## src/rtl/gpr_wb_arbiter_if.sv

```systemverilog
// Write-back bus between the two GPR write requesters, the arbiter and the GPR write port.
// Valid/ready: a transfer happens on a rising clk edge where valid && ready; ready never rises without valid.
interface gpr_wb_arbiter_if #(
  parameter int AW = 5,
  parameter int DW = 32
);
  logic          req0_valid;
  logic [AW-1:0] req0_addr;
  logic [DW-1:0] req0_data;
  logic          req0_ready;
  logic          req1_valid;
  logic [AW-1:0] req1_addr;
  logic [DW-1:0] req1_data;
  logic          req1_ready;
  logic          WE;
  logic [AW-1:0] RW;
  logic [DW-1:0] WD;
  logic          init_done;
  logic          grant_id;

  modport master (
    output req0_valid, req0_addr, req0_data, req1_valid, req1_addr, req1_data,
    input  req0_ready, req1_ready, WE, RW, WD, init_done, grant_id
  );

  modport slave (
    input  req0_valid, req0_addr, req0_data, req1_valid, req1_addr, req1_data,
    output req0_ready, req1_ready, WE, RW, WD, init_done, grant_id
  );
endinterface

```

## src/rtl/gpr_wb_arbiter.sv

```systemverilog
// Owns the GPR write port: clears registers 1..NUM_REG-1 after reset, then
// round-robins the port between two write-back requesters with zero-latency grants.
module gpr_wb_arbiter #(
  parameter int NUM_REG = 32,
  parameter int AW      = 5,
  parameter int DW      = 32
) (
  input  logic              clk,
  input  logic              reset,
  gpr_wb_arbiter_if.slave   bus,
  output logic              dbg_run
);
  typedef enum logic {ST_INIT = 1'b0, ST_RUN = 1'b1} state_e;

  localparam logic [AW-1:0] CLR_LAST  = AW'(NUM_REG - 1);
  localparam logic [AW-1:0] CLR_FIRST = AW'(1);

  state_e        state_q, state_d;
  logic [AW-1:0] clr_cnt_q, clr_cnt_d;
  logic          rr_last_q, rr_last_d;

  logic          grant_vld;
  logic          grant_sel;
  logic [AW-1:0] sel_addr;
  logic [DW-1:0] sel_data;

  // On contention the requester that did not win last time gets the port.
  always_comb begin
    grant_vld = 1'b0;
    grant_sel = 1'b0;
    if (bus.req0_valid && bus.req1_valid) begin
      grant_vld = 1'b1;
      grant_sel = ~rr_last_q;
    end else if (bus.req0_valid) begin
      grant_vld = 1'b1;
      grant_sel = 1'b0;
    end else if (bus.req1_valid) begin
      grant_vld = 1'b1;
      grant_sel = 1'b1;
    end
  end

  assign sel_addr = grant_sel ? bus.req1_addr : bus.req0_addr;
  assign sel_data = grant_sel ? bus.req1_data : bus.req0_data;

  always_comb begin
    state_d        = state_q;
    clr_cnt_d      = clr_cnt_q;
    rr_last_d      = rr_last_q;
    bus.WE         = 1'b0;
    bus.RW         = '0;
    bus.WD         = '0;
    bus.req0_ready = 1'b0;
    bus.req1_ready = 1'b0;
    bus.init_done  = 1'b0;
    bus.grant_id   = 1'b0;
    // Outputs stay quiet for the whole time reset is held, not just at the edge.
    if (reset) begin
      case (state_q)
        ST_INIT: begin
          bus.WE = 1'b1;
          bus.RW = clr_cnt_q;
          if (clr_cnt_q == CLR_LAST) begin
            state_d   = ST_RUN;
            clr_cnt_d = CLR_FIRST;
          end else begin
            clr_cnt_d = clr_cnt_q + CLR_FIRST;
          end
        end
        ST_RUN: begin
          bus.init_done = 1'b1;
          if (grant_vld) begin
            bus.req0_ready = ~grant_sel;
            bus.req1_ready = grant_sel;
            bus.grant_id   = grant_sel;
            bus.RW         = sel_addr;
            bus.WD         = sel_data;
            // Writes to r0 are accepted and dropped so the requester never stalls.
            bus.WE         = (sel_addr != '0);
            rr_last_d      = grant_sel;
          end
        end
        default: state_d = ST_INIT;
      endcase
    end
  end

  always_ff @(posedge clk or negedge reset) begin
    if (!reset) begin
      state_q   <= ST_INIT;
      clr_cnt_q <= CLR_FIRST;
      rr_last_q <= 1'b1;
    end else begin
      state_q   <= state_d;
      clr_cnt_q <= clr_cnt_d;
      rr_last_q <= rr_last_d;
    end
  end

  assign dbg_run = (state_q == ST_RUN);
endmodule

```

## src/flat_wrapper.sv

```systemverilog
// flat-port wrapper written by rule: the top's interface ports become plain ports
module gpr_wb_arbiter_flat 
#(
  parameter int NUM_REG = 32,
  parameter int AW      = 5,
  parameter int DW      = 32
)
  (clk, reset, dbg_run, bus_req0_valid, bus_req0_addr, bus_req0_data, bus_req1_valid, bus_req1_addr, bus_req1_data, bus_req0_ready, bus_req1_ready, bus_WE, bus_RW, bus_WD, bus_init_done, bus_grant_id);
  gpr_wb_arbiter_if #(.AW(AW), .DW(DW)) bus_i ();
  input  logic clk;
  input  logic reset;
  output logic dbg_run;
  input wire logic [$bits(bus_i.req0_valid)-1:0] bus_req0_valid;
  input wire logic [$bits(bus_i.req0_addr)-1:0] bus_req0_addr;
  input wire logic [$bits(bus_i.req0_data)-1:0] bus_req0_data;
  input wire logic [$bits(bus_i.req1_valid)-1:0] bus_req1_valid;
  input wire logic [$bits(bus_i.req1_addr)-1:0] bus_req1_addr;
  input wire logic [$bits(bus_i.req1_data)-1:0] bus_req1_data;
  output wire logic [$bits(bus_i.req0_ready)-1:0] bus_req0_ready;
  output wire logic [$bits(bus_i.req1_ready)-1:0] bus_req1_ready;
  output wire logic [$bits(bus_i.WE)-1:0] bus_WE;
  output wire logic [$bits(bus_i.RW)-1:0] bus_RW;
  output wire logic [$bits(bus_i.WD)-1:0] bus_WD;
  output wire logic [$bits(bus_i.init_done)-1:0] bus_init_done;
  output wire logic [$bits(bus_i.grant_id)-1:0] bus_grant_id;
  assign bus_i.req0_valid = bus_req0_valid;
  assign bus_i.req0_addr = bus_req0_addr;
  assign bus_i.req0_data = bus_req0_data;
  assign bus_i.req1_valid = bus_req1_valid;
  assign bus_i.req1_addr = bus_req1_addr;
  assign bus_i.req1_data = bus_req1_data;
  assign bus_req0_ready = bus_i.req0_ready;
  assign bus_req1_ready = bus_i.req1_ready;
  assign bus_WE = bus_i.WE;
  assign bus_RW = bus_i.RW;
  assign bus_WD = bus_i.WD;
  assign bus_init_done = bus_i.init_done;
  assign bus_grant_id = bus_i.grant_id;
  gpr_wb_arbiter #(.NUM_REG(NUM_REG), .AW(AW), .DW(DW)) u_core (.clk(clk), .reset(reset), .bus(bus_i), .dbg_run(dbg_run));
endmodule
```

## config.mk

```make
export PLATFORM = sky130hd
export DESIGN_NAME = gpr_wb_arbiter_flat
export DESIGN_NICKNAME = d
export VERILOG_FILES = /design/src/rtl/gpr_wb_arbiter_if.sv /design/src/rtl/gpr_wb_arbiter.sv /design/src/flat_wrapper.sv
export SDC_FILE = /design/constraint.sdc
export NUM_CORES = 1
export LEC_CHECK = 0
export BUFFER_PORTS_ARGS = -buffer_cell sky130_fd_sc_hd__buf_2
export CAP_MARGIN = 20
export CORE_MARGIN = 2
export CORE_UTILIZATION = 31
export DETAILED_ROUTE_END_ITERATION = 10
export PLACE_DENSITY = 0.8
export SYNTH_ARGS = -nofsm -noshare
export SYNTH_HDL_FRONTEND = slang
export SYNTH_SLANG_ARGS = --single-unit
```

## constraint.sdc

```tcl
create_clock -name clk -period 2.3 [get_ports clk]
set_input_delay 0.69 -clock clk [delete_from_list [all_inputs] [get_ports clk]]
set_output_delay 0.69 -clock clk [all_outputs]
set_load 0.02 [all_outputs]
```

==> results of run 1 <==
## layer usage
layer | vias to the layer above | GRT usage, % | wire length [um]
met5 | - | 0 | 0
met4 | 0 | 6.64 | 48
met3 | 5 | 3.57 | 272
met2 | 64 | 40.3 | 2370
met1 | 647 | 24.0 | 1600
li1 | 663 | - | -
## synthesized netlist by cell type (all sizes together)
library cell	n	area share, %
nand2	13	5.4
a21o	2	1.7
ha	2	2.8
nor2	4	1.7
dfrtp	5	14
nor2b	2	1.4
a21oi	1	0.55
mux2i	7	7.7
and3	2	1.4
a21boi	1	1.2
nand3b	1	0.83
a22o	32	31
nor3b	1	0.83
o2111a	1	1.2
nor4	2	1.4
and2	2	1.9
o21ai	8	4.4
nand4b	1	0.96
nand2b	2	1.4
dfstp	2	5.8
nand3	1	0.55
buf	11	13
## worst min-delay path by stage
stage / start / end / cells past startpoint
2_1_floorplan: reset / u_core.clr_cnt_q[1] / 0
3_5_place_dp: u_core.clr_cnt_q[4] / u_core.clr_cnt_q[4] / 2
4_1_cts: reset / u_core.clr_cnt_q[4] / 2
5_1_grt: reset / u_core.clr_cnt_q[2] / 2
3_3_place_gp: u_core.clr_cnt_q[4] / u_core.clr_cnt_q[4] / 2
6_report: reset / u_core.clr_cnt_q[2] / 2
## cells by family (layout without fill, tap and decap cells)
group / count (synthesis) / in the layout / share of synthesized area [%]
compound gates: 45 / 45 / 39.9
flops: 7 / 7 / 19.5
simple gates: 31 / 33 / 17.6
buf+inv: 11 / 136 / 12.5
mux: 7 / 7 / 7.70
fa+ha+maj: 2 / 2 / 2.75
## stage by stage
stage | power [mW] | instances | hold slack, ps
2_1_floorplan | 0.771 | 103 | 394
3_3_place_gp | 1.01 | 251 | 498
3_5_place_dp | 1.01 | 251 | 499
4_1_cts | 1.23 | 257 | 333
5_1_grt | 1.41 | 261 | 313
6_report | 1.34 | 261 | 302
## critical path, stage by stage
cell and delay (ps):
buf_6 100, and2_4 130, and3_4 190, buf_16 150, a22o_1 260, buf_6 140
## state kept, by name, indices dropped and copies added (netlist names)
name	flops
u_core.clr_cnt_q	5
u_core.dbg_run	1
u_core.rr_last_q	1
## placed cells by master, fill, tap and decap left out, types with 5 or more instances in the layout
| master | instances |
|---|---|
| a22o_1 | 23 |
| a22o_4 | 9 |
| buf_2 | 85 |
| buf_4 | 7 |
| buf_6 | 34 |
| dfrtp_1 | 5 |
| mux2i_1 | 7 |
| nand2_1 | 13 |
| o21ai_1 | 5 |
## report_power, final
part / internal [mW] / total [mW] / switching (mW)
Sequential: 0.193 / 0.253 / 0.0600
Clock: 0.0666 / 0.119 / 0.0520
Combinational: 0.497 / 0.971 / 0.474
Total: 0.757 / 1.34 / 0.586
## cell type report
type	count	area (um^2)	area share [%]
flip-flops and latches	7	178	8.99
repair buffers	132	993	50.3
well taps	31	38.8	1.96
clock buffers	4	26.3	1.33
multi-input cells	87	739	37.4
## repair_timing
item / CTS / global route
buffers inserted: 0 / 1
endpoints found under the setup margin: 37 / 37
pin swaps: 17 / 16
gates cloned: 2 / 3
resized for setup: 49 / 32
endpoints found under the hold margin: 0 / 0
hold buffers: 0 / 0
==> summary.md, run 1 <==
| Metric | Value |
|---|---|
| Reg-to-reg endpoint | u_core.clr_cnt_q[2] |
| Period utilisation layout | 102% |
| Arrival @ worst endpoint | 1650 ps |
| Post-route cell area | 1980 um^2 |
| Layout fillers | around 190 |
| Fin util | between 70% and 80% |
| Peak Freq | between 0.4 and 0.5 GHz |
| Final hold violations | 0 |
| Sequential element share of the synthesized area | between 10% and 20% |
| Crit path kind | in -> out |
| Post-route antenna net violation count | 0 |
| Crit path time final | 2340 ps |
| P_leak | roughly 1.1 nW |
| Setup violations, final | 28 |
| TritonRoute pass-1 iters | 4 |
| H-tree levels | 1 |
| Outcome | complete, but fails checks |
| Register-to-Register Setup Slack | roughly 770 ps |
| Synthesized area per cell | 8.83 um^2 |
| Fraction of layout cells with a size suffix above 1 | roughly two thirds |
| CP Launch Type | input pin |
| Final slew viol count | 0 |
| First-pass GRT wire length | roughly 5700 um |
| Die height | between 50 and 60 um |
| IO Pins | between 100 and 150 |
| Iteration-0 DRC Markers | 79 |
| Clk_skew | 11.1 ps |
| Gp weighted congestion | roughly 0.83 |
| GRT Residual Overflow | 0 |
| Vias | around 1.4k |
| Critical Path End Type | output pin |
| Worst EP required | 1610 ps |
| Fin nets | roughly 310 |
| Synthesized cell area | approximately 910 um^2 |
| Failing checks | negative setup slack |
| TritonCTS clock tree | built |
| Fin worst setup slack | -42.8 ps |
| Syn nets | around 180 |
| Max IR drop VDD | between 0.5 and 0.6 mV |
| Inserted Diodes | 0 |
| Hold Path Class | in -> async |
| Cell row count | 19 |
| Vias in the first global route | about 1.2k |
| Post-synthesis register bit count | 7 |
| Final wirelength | ~4300 um |
| Antenna violations before repair | 0 |
| Layout area overhead | 117% |
| Worst Setup SP | reset |
| Die Wd | roughly 58 um |
| R2r startpoint | u_core.clr_cnt_q[0] |
| Dpl ws | -159 ps |
| Worst skew pair latency | 260 ps |
| Slew margin rel. | around 85% |
| Die area | 3380 um^2 |
| Hpwl dp | ~2800 um |
| Worst-Margin Slew | 220 ps |
| Number of max-cap violations | 0 |
| Post-DR vias/cell | 5.28 |
| Wire per inst | 16.5 um |
| Maximum clock insertion buffer count | 2 |
| GRT Resource Usage Total | 21.3% |
| Clock slew at reported path FFs | 60 ps |
| IO Port Bufs | between 100 and 150 |
| Cells after Synth | 103 |
| CTS buffer count | 3 |
| Largest net degree at the start of global routing | 18 |
| Initial core utilization | 32.7% |
| Setup TNS | -604 ps |
| RSZ-0062 raised after global routing | true |
| Syn. warnings | 0 |
| Clock tree sinks | 7 |
| Worst Path Max Fanout | 8 |
| Root buf cell | clkbuf_4 |
| Core Region | 2780 um^2 |
| Worst reg2reg path depth | 5 |
| Pwr Density | between 600 and 700 nW/um^2 |
| DRC | 0 |
| Area after DPL | 1590 um^2 |
| Cell variety after synth | 24 |
| Worst setup path end | bus_WD[14] |
Note: power is estimated with default switching activity, not from simulation.
==> run 2, diff against run 1 <==
Settings changed: CORE_MARGIN 2 to 4, CORE_UTILIZATION 31 to 32, CTS_BUF_LIST from default to sky130_fd_sc_hd__clkbuf_8, PLACE_DENSITY 0.8 to 0.82.
==> summary.md, run 2 (synthesis results as in run 1) <==
| Metric | Value |
|---|---|
| Outcome | complete, but fails checks |
| Failing checks | negative setup slack |
| Worst skew pair latency | 230 ps (-30 ps) |
| Die Wd | 61.3 um (+5.4%) |
| Worst-Margin Slew | 265 ps (+45.1 ps) |
| Critical Path End Type | output pin |
| Period utilisation layout | 105% (+2.8 points) |
| H-tree levels | 1 (unchanged) |
| CP most frequent cell | buf_6 |
| Post-DR vias/cell | 5.14 (-2.8%) |
| Most common cell after layout, fill and taps aside | buf_2 |
| Post-route antenna net violation count | 0 (unchanged) |
| Design Power | 1.38 mW (+2.8%) |
| Wire per inst | 17.5 um (+6.2%) |
| Maximum clock insertion buffer count | 2 (unchanged) |
| Final wirelength | 4580 um (+6.6%) |
| Inserted Diodes | 0 (unchanged) |
| Cell row count | 19 (unchanged) |
| Final slew viol count | 0 (unchanged) |
| Slowest stage cell, crit path | a22o_4 |
| Post-CTS Hold Buffers | 0 (unchanged) |
| Max IR drop VDD | 0.650 mV (+8.4%) |
| Crit path time final | 2410 ps (+64.3 ps) |
| Slew margin rel. | 82.2% (-3.0 points) |
| Dpl ws | -147 ps (+11.7 ps) |
| Crit path kind | in -> out |
| Hold Path Class | in -> async |
| Clk_skew | 2.78 ps (-8.30 ps) |
| Die area | 3760 um^2 (+11%) |
| CP Launch Type | input pin |
| Most flops, register | u_core.clr_cnt_q |
| CTS buffer count | 3 (unchanged) |
| TritonRoute pass-1 iters | 4 (unchanged) |
| Fin nets | 312 (+0.32%) |
| DRC | 0 (unchanged) |
| Inst Count DP | 252 (+0.40%) |
| Register-to-Register Setup Slack | 770 ps (about the same) |
| Fin Hold WS | 356 ps (+53.8 ps) |
| Largest net degree at the start of global routing | 18 (unchanged) |
| Initial core utilization | 33.3% (+0.57 points) |
| Die height | 61.3 um (+5.4%) |
| Antenna violations before repair | 0 (unchanged) |
| Delay of the slowest critical-path stage | 260 ps (about the same) |
| Layout area overhead | 120% |
| Core Region | 2730 um^2 (-1.7%) |
| Arrival @ worst endpoint | 1720 ps (+70 ps) |
| P_leak | 1.10 nW (+1.4%) |
| IO Pins | 121 (unchanged) |
| RSZ-0062 raised after global routing | true |
| Hpwl dp | 2980 um (+7.8%) |
| First-pass GRT wire length | 6160 um (+8.5%) |
| Final hold violations | 0 (unchanged) |
| Vias in the first global route | 1311 (+5.8%) |
| Worst EP required | 1610 ps (about the same) |
| Clock tree sinks | 7 (unchanged) |
| CP Cell Sequence | buf_6 -> and2_4 -> and3_4 -> buf_6 -> buf_12 -> a22o_4 -> buf_6 |
| Non-Filler Instances | 262 (+0.38%) |
| Iteration-0 DRC Markers | 69 (-13%) |
| Worst Path Max Fanout | 8 (unchanged) |
| IO Port Bufs | 120 (unchanged) |
| Clock slew at reported path FFs | 40 ps (-20 ps) |
| Setup violations, final | 32 (+14%) |
| Fraction of layout cells with a size suffix above 1 | 68.0% (+1.0 points) |
| Root buf cell | clkbuf_8 |
| TritonCTS clock tree | built |
| Pwr Density | 689 nW/um^2 (+1.4%) |
| Gp weighted congestion | 0.774 (-7.3%) |
| Number of max-cap violations | 0 (unchanged) |
| Max reg flops | 5 (unchanged) |
| GRT Residual Overflow | 0 (unchanged) |
| Fin worst setup slack | -107 ps (-64.3 ps) |
| Fin util | 73.3% (+2.3 points) |
| Vias | 1346 (-2.4%) |
| Most frequent cells in the layout | buf_2 (84), buf_6 (36), a22o_1 (23) |
| Peak Freq | 0.415 GHz (-2.7%) |
| GRT Resource Usage Total | 22.2% (+0.94 points) |
==> run 2: cell count changes in the layout (fill, tap and decap cells not counted), sizes merged <==
cell    before  now
clkinv       0    1
buf        130  134
clkbuf       6    3
and2         4    3
==> run 2: metal layers <==
| layer | vias up | part of all wire, % | GRT usage, % |
|---|---|---|---|
| met5 | - | 0 | 0 |
| met4 | 0 | 1.2 | 9.29 |
| met3 | 8 | 11 | 4.40 |
| met2 | 77 | 54 | 43.1 |
| met1 | 603 | 34 | 22.8 |
| li1 | 658 | - | - |
==> run 2: power by group <==
group	internal (mW)	leakage, nW	switching [mW]	total, mW
Clock	0.118	0.0255	0.0582	0.176
Combinational	0.482	0.996	0.466	0.949
Sequential	0.194	0.0802	0.0625	0.256
==> run 2: timing repair <==
item,4_1_cts,5_1_grt
resized for setup,79,8
endpoints found under the hold margin,0,0
endpoints found under the setup margin,38,37
setup buffers,2,0
pin swaps,35,3
cloned,4,0
==> run 2: critical path: cells and delay by family <==
family / cells / cell delay, ps
compound gates: 1 / 260
simple gates: 2 / 270
buf+inv: 4 / 480
==> run 2: final timing paths <==
path | cells past startpoint | start | to
worst min register to register | 2 | u_core.clr_cnt_q[4] | u_core.clr_cnt_q[4]
worst max register to register | 5 | u_core.clr_cnt_q[0] | u_core.clr_cnt_q[2]
worst min-delay path | 2 | reset | u_core.clr_cnt_q[3]
max in group asynchronous | 2 | reset | u_core.rr_last_q
worst max-delay path | 7 | reset | bus_WD[22]
min in group clk | 2 | u_core.clr_cnt_q[4] | u_core.clr_cnt_q[4]
==> run 2: final cells by class <==
type / count / area, um^2
tap: 31 / 38.8
clock buffer: 3 / 41.3
sequential: 7 / 178
clock inverter: 1 / 5.00
fill: 203 / 729
multi-input combinational: 86 / 731
timing repair buffer: 134 / 1010
==> run 2: metrics by stage <==
| stage | cell area (um^2) | setup TNS, ps |
|---|---|---|
| 5_1_grt | 2000 | -3020 |
| 3_5_place_dp | 1590 | -4500 |
| 2_1_floorplan | 997 | 0 |
| 3_3_place_gp | 1590 | -4240 |
| 4_1_cts | 1990 | -2450 |
| 6_report | 2000 | -2200 |
==> run 3, diff against run 2 <==
Settings changed: CORE_UTILIZATION 32 to 35, PLACE_DENSITY 0.82 to 0.89.
Clock period 2.3 ns to 3.1 ns, I/O delays scaled along.
==> summary.md, run 3 (synthesis results as in run 1) <==
| Metric | Value |
|---|---|
| Slew margin rel. | 76.8% (-5.4 points) |
| Antenna violations before repair | 0 (unchanged) |
| Most common cell after layout, fill and taps aside | buf_2 |
| Iteration-0 DRC Markers | 125 (+81%) |
| Layout fillers | 234 (+15%) |
| Hpwl dp | 3060 um (+2.6%) |
| Post-DR vias/cell | 5.18 (+0.74%) |
| Max reg flops | 5 (unchanged) |
| DRC | 0 (unchanged) |
| Setup violations, final | 0 (-100%) |
| Peak Freq | roughly 0.35 GHz |
| Min-Delay Startpoint | u_core.clr_cnt_q[4] |
| Final hold violations | 0 (unchanged) |
| Post-route cell area | 1530 um^2 (-24%) |
| Most flops, register | u_core.clr_cnt_q |
| RSZ-0062 raised after global routing | false |
| Fraction of layout cells with a size suffix above 1 | 60.2% (-7.8 points) |
| Vias | 1299 (-3.5%) |
| IO Pins | 121 (unchanged) |
| Gp weighted congestion | 0.838 (+8.3%) |
| H-tree levels | 1 (unchanged) |
| Inserted Diodes | 0 (unchanged) |
| CTS buffer count | 3 (unchanged) |
| Post-CTS Hold Buffers | 0 (unchanged) |
| Root buf cell | clkbuf_8 |
| Layout area overhead | 68.1% |
| TritonCTS clock tree | built |
| GRT Resource Usage Total | 19.5% (-2.8 points) |
| GRT Residual Overflow | 0 (unchanged) |
| Worst-Margin Slew | 346 ps (+80.8 ps) |
| Fin worst setup slack | 202 ps (+309 ps) |
| Crit path time final | approximately 2900 ps |
| Reg-to-reg endpoint | u_core.clr_cnt_q[2] |
| Outcome | completed |
| Hold Path Class | reg -> reg |
| First-pass GRT wire length | 5310 um (-14%) |
| TritonRoute pass-1 iters | 4 (unchanged) |
| Fin nets | 302 (-3.2%) |
| IO Port Bufs | 120 (unchanged) |
| Hold Path End | u_core.clr_cnt_q[4] |
| Wire per inst | 14.6 um (-16%) |
| Critical Path End Type | output pin |
| Register-to-Register Setup Slack | 1540 ps (+770 ps) |
| Initial core utilization | 36.7% (+3.4 points) |
| Die area | 3480 um^2 (-7.5%) |
| Vias in the first global route | 1131 (-14%) |
| Clock slew at reported path FFs | 40 ps (about the same) |
| Worst EP required | 2170 ps (+560 ps) |
| Pwr Density | 554 nW/um^2 (-20%) |
| P_leak | 0.941 nW (-15%) |
| Clk_skew | 0.256 ps (-2.52 ps) |
| Hold Path Depth | 2 |
| Arrival @ worst endpoint | 1970 ps (+250 ps) |
| Die height | 59.0 um (-3.8%) |
| Post-CTS setup buffers | 0 (-2) |
| Maximum clock insertion buffer count | 2 (unchanged) |
| Die Wd | 59.0 um (-3.8%) |
| Period utilisation layout | between 90% and 100% |
| Worst skew pair latency | 230 ps (about the same) |
| Worst reg2reg path depth | 5 (unchanged) |
| Largest net degree at the start of global routing | 35 (+17) |
| Final slew viol count | 0 (unchanged) |
| Cell row count | 18 (-1) |
| PostCTS Resize Cnt | 0 (-100%) |
| Core Region | 2480 um^2 (-9.4%) |
| CP Launch Type | input pin |
| Final wirelength | 3670 um (-20%) |
| Register area | 178 um^2 (unchanged) |
| Multi-input logic area | 618 um^2 (-15%) |
| Clock tree sinks | 7 (unchanged) |
| Post-route antenna net violation count | 0 (unchanged) |
| Max IR drop VDD | 0.402 mV (-38%) |
| Worst Path Max Fanout | 32 (+24) |
| R2r startpoint | u_core.clr_cnt_q[0] |
| Number of max-cap violations | 0 (unchanged) |
| Area after DPL | 1480 um^2 (-6.9%) |
| Setup TNS | 0 ps (+2200 ps) |
| Dpl ws | 203 ps (+350 ps) |
| Crit path kind | in -> out |
| Most frequent cells in the layout | buf_2 (120), a22o_1 (32), nand2_1 (13) |
[run 3: changes by cell type in the layout (fill, tap and decap cells not counted), sizes merged]
cell	before	now
inv	0	1
clkinv	1	0
and2	3	2
buf	134	125
[run 3: stage by stage]
| stage | hold slack [ps] | std cells | power, mW | util (%) |
|---|---|---|---|---|
| after floorplan | 472 | 103 | 0.548 | - |
| after global routing | 541 | 251 | 0.902 | 61.7 |
| after CTS | 516 | 251 | 0.849 | 61.7 |
| after detailed placement | 507 | 247 | 0.713 | 59.9 |
| final | 523 | 251 | 0.847 | 61.7 |
| after global placement | 492 | 247 | 0.703 | 59.9 |
[run 3: layer usage]
metal / global-route usage, % / wire length [um] / vias to the layer above
met5: 0 / 0 / -
met4: 8.74 / 97 / 0
met3: 4.36 / 372 / 11
met2: 33.0 / 1850 / 61
met1: 23.4 / 1350 / 592
li1: - / - / 635
[run 3: power breakdown]
| part | total (mW) | switching [mW] | leakage, nW | internal (mW) |
|---|---|---|---|---|
| registers | 0.196 | 0.0528 | 0.0802 | 0.143 |
| clock network | 0.130 | 0.0444 | 0.0269 | 0.0860 |
| logic | 0.521 | 0.294 | 0.834 | 0.227 |
[run 3: final cells by class]
class / count / area share, %
timing repair buffer: 125 / 42.6
multi-input combinational: 85 / 40.4
sequential: 7 / 11.6
clock buffer: 3 / 2.70
tap: 30 / 2.45
clock inverter: 1 / 0.245
[run 3: worst max-delay path: stages]
cell    delay (ps)
buf_2          110
and2_4         160
and3_1         200
buf_12         170
a22o_1         240
buf_2          160
[run 3: worst max path at each step]
stage | endpoint | start | cells after the start
6_report | bus_WD[27] | reset | 6
5_1_grt | bus_WD[8] | bus_req1_valid | 5
4_1_cts | bus_WD[27] | reset | 6
3_5_place_dp | bus_WD[27] | reset | 6
3_3_place_gp | bus_WD[30] | reset | 6
2_1_floorplan | bus_WD[23] | bus_req1_valid | 6
